[src/rtl/ram_pkg.sv]
// Shared definitions for the dual-port RAM with clear engine.
// Holds the clear-FSM state type, the legal read-latency bounds and the
// read-latency range check used at elaboration.
package ram_pkg;

  typedef enum logic [0:0] {
    StIdle,
    StClear
  } clr_state_e;

  localparam int unsigned RdLatMin = 1;
  localparam int unsigned RdLatMax = 2;

  function automatic bit rd_lat_legal(input int unsigned lat);
    return (lat >= RdLatMin) && (lat <= RdLatMax);
  endfunction

endpackage

[src/rtl/ram_clr_ctrl.sv]
// Clear engine: walks a counter over every memory word, issuing one zero write
// per cycle, then returns to idle.
// Ports:
//   clk      in   clock, rising edge
//   rst      in   synchronous active-high reset; starts a clear at word 0
//   clr      in   clear request, sampled only while idle
//   busy     out  high while the clear runs (from the state register)
//   clr_we   out  clear write strobe
//   clr_addr out  address being zeroed this cycle
module ram_clr_ctrl
  import ram_pkg::*;
#(
  parameter int unsigned ADDR_W = 3
) (
  input  logic              clk,
  input  logic              rst,
  input  logic              clr,
  output logic              busy,
  output logic              clr_we,
  output logic [ADDR_W-1:0] clr_addr
);

  clr_state_e        state_q, state_d;
  logic [ADDR_W-1:0] cnt_q, cnt_d;

  always_ff @(posedge clk) begin
    if (rst) begin
      state_q <= StClear;
      cnt_q   <= '0;
    end else begin
      state_q <= state_d;
      cnt_q   <= cnt_d;
    end
  end

  always_comb begin
    state_d = state_q;
    cnt_d   = cnt_q;
    unique case (state_q)
      StIdle: begin
        if (clr) begin
          state_d = StClear;
          cnt_d   = '0;
        end
      end
      StClear: begin
        // Last word reached: leave without wrapping the counter into a second pass.
        if (&cnt_q) begin
          state_d = StIdle;
          cnt_d   = '0;
        end else begin
          cnt_d = cnt_q + ADDR_W'(1);
        end
      end
      default: begin
        state_d = StClear;
        cnt_d   = '0;
      end
    endcase
  end

  assign busy     = (state_q == StClear);
  assign clr_we   = busy;
  assign clr_addr = cnt_q;

endmodule

[src/rtl/ram_dp_clr.sv]
// Simple dual-port RAM (one write port, one read port) with a full-memory
// clear engine and a 1- or 2-cycle read pipeline. Reads are read-first.
// Ports:
//   clk      in   clock, rising edge
//   rst      in   synchronous active-high reset; clears read pipeline, starts a clear
//   clr      in   request a full-memory clear
//   busy     out  clear engine running; write and read ports ignored
//   wr_en    in   write strobe
//   wr_addr  in   write address
//   wr_data  in   write data
//   rd_en    in   read request
//   rd_addr  in   read address
//   rd_data  out  read data, holds last value between reads
//   rd_valid out  one-cycle pulse marking rd_data valid
module ram_dp_clr
  import ram_pkg::*;
#(
  parameter int unsigned DATA_W = 8,
  parameter int unsigned ADDR_W = 3,
  parameter int unsigned RD_LAT = 1
) (
  input  logic              clk,
  input  logic              rst,
  input  logic              clr,
  output logic              busy,
  input  logic              wr_en,
  input  logic [ADDR_W-1:0] wr_addr,
  input  logic [DATA_W-1:0] wr_data,
  input  logic              rd_en,
  input  logic [ADDR_W-1:0] rd_addr,
  output logic [DATA_W-1:0] rd_data,
  output logic              rd_valid
);

  localparam int unsigned Depth = 2 ** ADDR_W;

  if (!rd_lat_legal(RD_LAT)) begin : g_rd_lat_illegal
    $fatal(1, "ram_dp_clr: RD_LAT must be 1 or 2");
  end

  logic              clr_we;
  logic [ADDR_W-1:0] clr_addr;

  ram_clr_ctrl #(
    .ADDR_W(ADDR_W)
  ) u_clr_ctrl (
    .clk     (clk),
    .rst     (rst),
    .clr     (clr),
    .busy    (busy),
    .clr_we  (clr_we),
    .clr_addr(clr_addr)
  );

  // No reset on the array so it can map onto block RAM; zeroing goes through
  // the clear engine only.
  logic [DATA_W-1:0] mem_q [Depth];

  logic              mem_we;
  logic [ADDR_W-1:0] mem_waddr;
  logic [DATA_W-1:0] mem_wdata;
  logic              rd_acc;

  // Clear engine owns the write port while busy.
  always_comb begin
    mem_we    = clr_we | (wr_en & ~busy);
    mem_waddr = clr_we ? clr_addr : wr_addr;
    mem_wdata = clr_we ? '0 : wr_data;
    rd_acc    = rd_en & ~busy;
  end

  always_ff @(posedge clk) begin
    if (mem_we) begin
      mem_q[mem_waddr] <= mem_wdata;
    end
  end

  // First read stage; sampling before the write lands gives read-first order.
  logic [DATA_W-1:0] s1_data_q;
  logic              s1_valid_q;

  always_ff @(posedge clk) begin
    if (rst) begin
      s1_data_q  <= '0;
      s1_valid_q <= 1'b0;
    end else begin
      s1_valid_q <= rd_acc;
      if (rd_acc) begin
        s1_data_q <= mem_q[rd_addr];
      end
    end
  end

  if (RD_LAT == 1) begin : g_lat1
    assign rd_data  = s1_data_q;
    assign rd_valid = s1_valid_q;
  end else begin : g_lat2
    logic [DATA_W-1:0] s2_data_q;
    logic              s2_valid_q;

    always_ff @(posedge clk) begin
      if (rst) begin
        s2_data_q  <= '0;
        s2_valid_q <= 1'b0;
      end else begin
        s2_valid_q <= s1_valid_q;
        if (s1_valid_q) begin
          s2_data_q <= s1_data_q;
        end
      end
    end

    assign rd_data  = s2_data_q;
    assign rd_valid = s2_valid_q;
  end

endmodule
[config.mk]
export PLATFORM = sky130hd
export DESIGN_NAME = ram_dp_clr
export DESIGN_NICKNAME = d
export VERILOG_FILES = /design/src/rtl/ram_pkg.sv /design/src/rtl/ram_clr_ctrl.sv /design/src/rtl/ram_dp_clr.sv
export SDC_FILE = /design/constraint.sdc
export NUM_CORES = 1
export LEC_CHECK = 0
export ABC_AREA = 0
export CAP_MARGIN = 15
export CELL_PAD_IN_SITES_DETAIL_PLACEMENT = 1
export CELL_PAD_IN_SITES_GLOBAL_PLACEMENT = 2
export CORE_MARGIN = 2
export CORE_UTILIZATION = 42
export CTS_BUF_LIST = sky130_fd_sc_hd__clkbuf_8
export DETAILED_ROUTE_END_ITERATION = 8
export GPL_TIMING_DRIVEN = 0
export PLACE_DENSITY_LB_ADDON = 0.1
export SYNTH_ARGS = -nofsm -noshare
export SYNTH_HDL_FRONTEND = slang
export SYNTH_SLANG_ARGS = --single-unit
export TNS_END_PERCENT = 10
[constraint.sdc]
create_clock -name clk -period 1.9 [get_ports clk]
set_input_delay 0.38 -clock clk [delete_from_list [all_inputs] [get_ports clk]]
set_output_delay 0.38 -clock clk [all_outputs]
set_load 0.02 [all_outputs]
# After elaboration in Yosys (flattened, before gate mapping)
# Memories as Yosys holds them, arrays and structs flattened. A register that Yosys moved wholly into a read port is not among the register bits.
# Index checks and enable logic that the tools add are counted.
[totals] regBits=5 ramBits=64 out_inout_bits=10 wordCells=21 n_memories=1
[classes] add_sub_neg=1 n_eq_ne=1 n_mux=10 bitwise_logic=4 reduce_logical=1
[memory_table] name="mem_q" words=8 width=8 rd=1 rd_clocked_by_memory_dff=1 wr=1 line_no="ram_dp_clr.sv:57" source="logic [DATA_W-1:0] mem_q [Depth];"
[ops] operator="$mux W3" n=3
[ops] operator="$mux W8" n=1
[ops] operator="$pmux W3 S2" n=1
[ops] operator="$mux W1" n=4
[ops] operator="$add A3 B1 Y3 const B" n=1
[ops] operator="$reduce_and A3 Y1" n=1
[ops] operator="$and A1 B1 Y1" n=2
[ops] operator="$ne A2 B2 Y1 const B" n=1
[ops] operator="$pmux W1 S2" n=1
[ops] operator="$not A1 Y1" n=1
[ops] operator="$or A1 B1 Y1" n=1

# Longest topological paths before layout
# Gate-level depths: netlist of the first run.
[depth] word_depth=5 depth_mapped=6

# Hierarchy
# From an unflattened synthesis of the first run, not the netlist that was laid out.
[unflattened] hier_cells=216 hier_area_um2=3193.1
[by_module_without_submodules] module="ram_dp_clr" instances=1 cells_each=197 area_per_inst_um2=3009.1 seq_area_each_um2=2102.0
[by_module_without_submodules] module="ram_clr_ctrl" instances=1 cells_each=19 area_per_inst_um2=183.9 seq_area_each_um2=80.1

# Least setup slack after synthesis of the first run
# Ideal clock, no wire load.
[synth_path] path_kind="reg2reg" startpoint="register u_clr_ctrl.state_q, in the netlist u_clr_ctrl.busy" endpoint="memory mem_q[4][0] (enable)" setup_ns=0.370 t_arrival_ns=1.342 required_ns=1.530 setup_slack_ns=0.188 stages_incl_launch_ff=5 path_buffers=2 period_less_slack_ns=1.712 path_cell_list="dfxtp_1 > buf_2 > buf_2 > a32oi_1 > nor2_1"
[synth_between] elab_chain_cells=5 elab_cells_between_ends=6 cone_classes="mux (3); bitwise (3)"
[synth_lines] item="start: declaration" line_no="ram_clr_ctrl.sv:23" source="clr_state_e state_q, state_d;"
[synth_lines] item="start signal: assignment" line_no="ram_clr_ctrl.sv:28" source="state_q <= StClear;"
[synth_lines] item="start signal: assignment" line_no="ram_clr_ctrl.sv:31" source="state_q <= state_d;"
[synth_lines] item="$not A1 Y1" line_no="ram_dp_clr.sv:66" source="mem_we = clr_we | (wr_en & ~busy);"
[synth_lines] item="$and A1 B1 Y1" line_no="ram_dp_clr.sv:66"
[synth_lines] item="$or A1 B1 Y1" line_no="ram_dp_clr.sv:66"
[synth_lines] item="$mux W1" line_no="ram_dp_clr.sv:73" source="if (mem_we) begin"
[synth_lines] item="$mux W1 (implied by the code)" line_no="ram_dp_clr.sv:74" source="mem_q[mem_waddr] <= mem_wdata;"
[synth_lines] item="end: declaration" line_no="ram_dp_clr.sv:57"
# Parallel ways exist; a longest one is shown, timed or not.

# Worst setup path in the final report of the first run
[layout_path] startpoint="register u_clr_ctrl.state_q, in the netlist u_clr_ctrl.busy" endpoint="memory mem_q[1][2] (enable)"
# Same word-level chain as after synthesis.

==> flow_summary.toml, run 1 <==
[synth]
synth_compound_area_share_pct = 7.001
syn_area_sq_um = 3146
synthAdderAreaFrac_pct = 0.7955
synth-seq-area-share_pct = 69.37
yosysWarnings = 0
synthCells = 216
syn_nets = 237
synth-simple-area-share_pct = 9.268
synth_area_per_cell_sq_um = 14.56
synth_xor_xnor_area_share_pct = 0
ys_types = 24
synthMuxAreaShare_pct = 10.18
synth-seq-cells = 77
synth_top_family_by_area = "multiplexers"

[final_layout]
register_area_sq_um = 2182
fill_cells = 751
multi_input_area_sq_um = 882.1
antenna_cells = 0
drive_above_1_share_pct = 13.90
area_growth_pct = 18.62
final_util_pct = 51.44
nets = 275

[worst_hold_path]
hold_path.class = "reg -> reg"

[placement]
numPortBuffers = 27
place_ws_ns = -0.4086
place.gp.congestion = 0.6907
dp_hpwl_mm = 4.521

[pwr]
p_per_area_nw_per_um2 = 860.6
switchingPower_uw = 752.8
clockPowerShare_pct = 32.8
power.leakage_uw = 0.001289
p_int_uw = 2458
ir_drop_v = 0.0004146
power_frac_seq_pct = 59.3
power_frac_comb_pct = 7.9
switching_share_pct = 23.44

[clock_tree]
cts_setup_buffers = 0
cts.path.max_buffers = 2
cts_tree = "done"
numCtsBuffers = 9
root_buffer = "clkbuf_8"
clk_pin_slew_ns = 0.08
cts.htree.levels = 3
clk_latency_ns = 0.34
tritoncts_num_sinks = 77

[global_route]
grt_pass1_wl_mm = 10.58
grt_pass1_vias = 1912
grt_max_degree = 14
grt-ovfl-total = 0
antenna_found_initial = 0
grt_use_total_pct = 17.65

[critical_path]
cp_max_fo = 10
startpoint_type = "register"
cp_slowest_cell = "nor2_2"
crit_required_ns = 1.88
cp_cell_sequence = "buf_2 > buf_2 > a21oi_1 > nor2_2"
cp-end-kind = "register"
path_buf_inv = 2
crit_top_cell = "buf_2"
crit_type = "reg -> reg"
critPathTopFamily = "simple AND/OR/NAND/NOR gates"
cp.arrival_ns = 1.82
cpPeakStageDelay_ns = 0.52

[sta]
final_max_slew_viol_count = 0
slew_headroom_pct = 48.87
finalCriticalPeriod_ns = 1.843
tns_ns = 0
fmax_mhz = 542.6
clock_skew_ns = 0.008097
hold_violations = 0
final.setup.worst_slack_ns = 0.05697
worst_pin_slew_ns = 0.7642
post-route-period-util_pct = 97.00
rsz0062_at_grt = "true"
setup_viol = 0

[floorplanning]
die_area_sq_um = 8197
die_h_microns = 90.54
die_w_microns = 90.54
rows = 31
ios = 29
placeableCoreArea_sq_um = 7253
start_util_pct = 43.37

[routing]
antenna_left = 0
drc = 0
wire_per_inst_microns = 18.84
drt_iter0_drc = 74
viasPerCell = 5.154
wl_mm = 6.745
firstDrtPassIters = 4
vias = 1845

[run]
drv_cap = 0

[status]
status = "completed"
==> through the flow <==
stage	hold slack [ns]	std cells	total power [uW]	cell area, sq um
after global placement	0.4886	342	2185	3540
final	0.4967	358	3211	3731
after global routing	0.5248	358	3337	3731
after floorplan	0.4593	216	2086	3146
after detailed placement	0.4908	342	2193	3540
after CTS	0.5025	358	3237	3714
==> cell usage in the layout (no fill, tap or decap) <==
cell	netlist	layout
nor2_1	26	18
buf_1	3	3
nor2_4	0	1
dfxtp_1	13	13
inv_4	0	1
clkdlybuf4s50_1	0	27
a31oi_1	3	3
edfxtp_1	64	64
and2_1	1	1
a21oi_1	13	13
buf_12	1	1
buf_2	3	3
clkinv_2	0	3
nor3b_1	1	1
a32oi_1	1	1
nor3_1	5	5
clkbuf_1	3	3
inv_1	3	4
buf_6	2	2
nor2b_1	12	12
nand2_1	2	2
nor2_2	0	7
mux2i_1	32	32
clkbuf_8	0	9
nand2b_1	1	1
ha_1	2	2
or2_1	1	1
buf_8	1	1
clkinv_4	0	2
nor3_2	6	6
a22oi_1	17	17
==> synth_stat cells, drive strengths merged <==
| master | instances | area, sq um |
|---|---|---|
| inv | 3 | 11.26 |
| nor3 | 11 | 85.08 |
| buf | 10 | 83.82 |
| nor2b | 12 | 75.07 |
| nand2 | 2 | 7.510 |
| nor2 | 26 | 97.59 |
| ha | 2 | 25.02 |
| nand2b | 1 | 6.260 |
| or2 | 1 | 6.260 |
| dfxtp | 13 | 260.3 |
| mux2i | 32 | 320.3 |
| a22oi | 17 | 127.6 |
| a31oi | 3 | 18.77 |
| a32oi | 1 | 8.760 |
| a21oi | 13 | 65.06 |
| edfxtp | 64 | 1922 |
| nor3b | 1 | 7.510 |
| clkbuf | 3 | 11.26 |
| and2 | 1 | 6.260 |
==> tightest hold or removal path: stages (launching register included) <==
cell	delay [ns]
dfxtp_1	0.31
nor2_1	0.09
nor3_1	0.05
==> repair_timing <==
item | in CTS | in global routing
setup endpoints to repair | 64 | 40
cloned | 0 | 0
resized for setup | 3 | 6
hold buffers | 0 | 0
==> power groups by stage <==
| stage | Sequential (uW) | Clock, uW | Combinational (uW) |
|---|---|---|---|
| 2_1_floorplan | 1940 | 0 | 150 |
| 3_3_place_gp | 1940 | 0 | 246 |
| 3_5_place_dp | 1940 | 0 | 249 |
| 4_1_cts | 1900 | 1080 | 253 |
| 5_1_grt | 1910 | 1150 | 281 |
| 6_report | 1900 | 1050 | 254 |
==> per-layer routing <==
layer  GRT usage [%]  routed length, microns
met1           23.15                    3075
met2           29.23                    3358
met3           3.339                     207
met4           6.538                     103
met5               0                       0
==> registers in the layout (all words and copies together) (netlist names) <==
register	flops
mem_q	64
u_clr_ctrl.clr_addr	3
rd_data	8
rd_valid	1
u_clr_ctrl.busy	1
==> worst paths after layout <==
path,slack [ns],start,to,cells after the start
setup / recovery,0.06,u_clr_ctrl.busy,mem_q[1][2],4
hold / removal,0.50,rd_data[0],rd_data[0],2
setup reg to reg,0.06,u_clr_ctrl.busy,mem_q[1][2],4
hold reg to reg,0.50,rd_data[0],rd_data[0],2
==> cell families (layout without fill, tap and decap cells) <==
group                    Yosys count  count (layout)
AO/OA/AOI/OAI                     34              34
adder cells (fa/ha/maj)            2               2
buffers and inverters             16              59
flip-flops                        77              77
multiplexers                      32              32
AND/OR/NAND/NOR                   55              55
==> layout make-up <==
class	count	area share, %
sequential	77	58.48
multi-input combinational	123	23.64
timing repair buffer	27	7.243
clock buffer	9	3.320
tap	99	3.320
buffer	13	2.549
clock inverter	7	1.140
inverter	3	0.3018
No activity file was read; power rests on OpenSTA's default activity.
==> run 2: changes to the inputs <==
- CORE_UTILIZATION: 42 -> 47
- DONT_BUFFER_PORTS: not set -> 1
==> run 2 against run 1 <==
Against the previous run:
- clock skew barely moved
- die area shrank 10%
- critical path depth unchanged
==> flow_summary.toml, run 2 (synthesized netlist as in run 1, its figures left out) <==
[worst_hold_path]
hold_path.class = "in -> reg"

[final_layout]
largest-register = "mem_q"
fin_cells = 310
antenna_cells = 0
drive_above_1_share_pct = 18.03
final_cell_mix = "edfxtp_1 (64), mux2i_1 (32), nor2_1 (18)"
nets = 249
area_growth_pct = 13.33
fill_cells = 602
final_common_cell = "edfxtp_1"
largest_reg_flops = 64

[floorplanning]
die_h_microns = 85.81
die_w_microns = 85.81
rows = 29
die_area_sq_um = 7363
ios = 29
start_util_pct = 48.98
placeableCoreArea_sq_um = 6422

[clock_tree]
tritoncts_num_sinks = 77
hold_buffers = 0
clk_pin_slew_ns = 0.08
cts_tree = "done"
cts.htree.levels = 3
root_buffer = "clkbuf_8"
cts.path.max_buffers = 2
numCtsBuffers = 9
clk_latency_ns = 0.34

[pwr]
p_per_area_nw_per_um2 = 981.0
power.leakage_uw = 0.001227
ir_drop_v = 0.0006707

[global_route]
grt-ovfl-total = 0
grt_pass1_vias = 1921
grt_pass1_wl_mm = 10.54
grt_use_total_pct = 20.35
antenna_found_initial = 0
grt_max_degree = 14

[placement]
numPortBuffers = 0
dp_hpwl_mm = 4.550
place_ws_ns = -0.3788
place.gp.congestion = 0.7252
place_inst = 293

[routing]
viasPerCell = 5.674
wire_per_inst_microns = 22.07
vias = 1759
drt_iter0_drc = 73
antenna_left = 0
firstDrtPassIters = 4
wl_mm = 6.841
drc = 0

[critical_path]
cp_slowest_cell = "dfxtp_2"
cp_max_fo = 10
path_buf_inv = 2
cp-end-kind = "register"
startpoint_type = "register"
crit_required_ns = 1.90
cpPeakStageDelay_ns = 0.39
cp.arrival_ns = 1.75
crit_top_cell = "clkbuf_4"
cp_cell_sequence = "clkbuf_4 > clkbuf_4 > a31oi_1 > nor2_4"
crit_type = "reg -> reg"
critPathTopFamily = "buffers and inverters"

[sta]
clock_skew_ns = 0.008072
rsz0062_at_grt = "false"
hold_violations = 0
post-route-period-util_pct = 91.94
fmax_mhz = 572.4
slew_headroom_pct = 46.03
tns_ns = 0
final.setup.worst_slack_ns = 0.1531
worst_pin_slew_ns = 0.8066
hold_ws_ns = 0.1041
finalCriticalPeriod_ns = 1.747
setup_viol = 0
final_max_slew_viol_count = 0

[run]
drv_cap = 0

[status]
status = "completed"
run 2: cell count changes in the layout (fill, tap and decap cells not counted), sizes merged:
| cell | previous run | this run |
|---|---|---|
| buf | 10 | 9 |
| bufinv | 0 | 2 |
| clkbuf | 12 | 15 |
| clkdlybuf4s50 | 27 | 0 |
| clkinv | 5 | 3 |
| inv | 5 | 4 |
run 2: worst register-to-register path, stage by stage (launching register included):
cell,delay (ns)
dfxtp_2,0.39
clkbuf_4,0.22
clkbuf_4,0.22
a31oi_1,0.22
nor2_4,0.37
run 2: final timing paths:
| check | start | endpoint | slack (ns) | depth (start not counted) |
|---|---|---|---|---|
| min reg2reg | rd_data[7] | rd_data[7] | 0.60 | 2 |
| min | rst | rd_data[7] | 0.10 | 1 |
| max | u_clr_ctrl.busy | mem_q[2][6] | 0.15 | 4 |
| max reg2reg | u_clr_ctrl.busy | mem_q[2][6] | 0.15 | 4 |
run 2: timing repair:
action / 4_1_cts / 5_1_grt
gates resized for setup: 13 / 9
endpoints found under the setup margin: 64 / 64
setup buffers: 0 / 1
pin swaps: 0 / 1
run 2: stage by stage:
stage	instance area, sq um	utilization (%)	power, uW
3_5_place_dp	3242	50.48	2157
5_1_grt	3565	55.50	3632
2_1_floorplan	3146	-	2086
3_3_place_gp	3242	50.48	2139
4_1_cts	3508	54.63	3516
6_report	3565	55.50	3497
run 2: final cells by class:
cell class                 count  area, sq um  area share, %
inverter                       3        11.26         0.3159
buffer                        13        100.1          2.808
tap                           77        96.34          2.703
multi-input combinational    123        930.9          26.11
sequential                    77         2183          61.25
timing repair buffer           1        20.02         0.5616
clock buffer                  10        137.6          3.861
clock inverter                 6        85.08          2.387
run 2: metal layers:
layer	GRT usage (%)	wire, microns	vias to the layer above	part of all wire (%)
li1	-	-	835	-
met1	25.71	3021	885	44
met2	34.30	3492	30	51
met3	5.390	243	9	3.6
met4	6.638	82	0	1.2
met5	0	0	-	0
run 2: power breakdown:
part	total [uW]	switching (uW)	internal (uW)	leakage (uW)
Clock	1350	579	774	0.000117
Sequential	1910	24.7	1880	0.000711
Combinational	235	151	84.8	0.000399
Total	3500	755	2740	0.00123
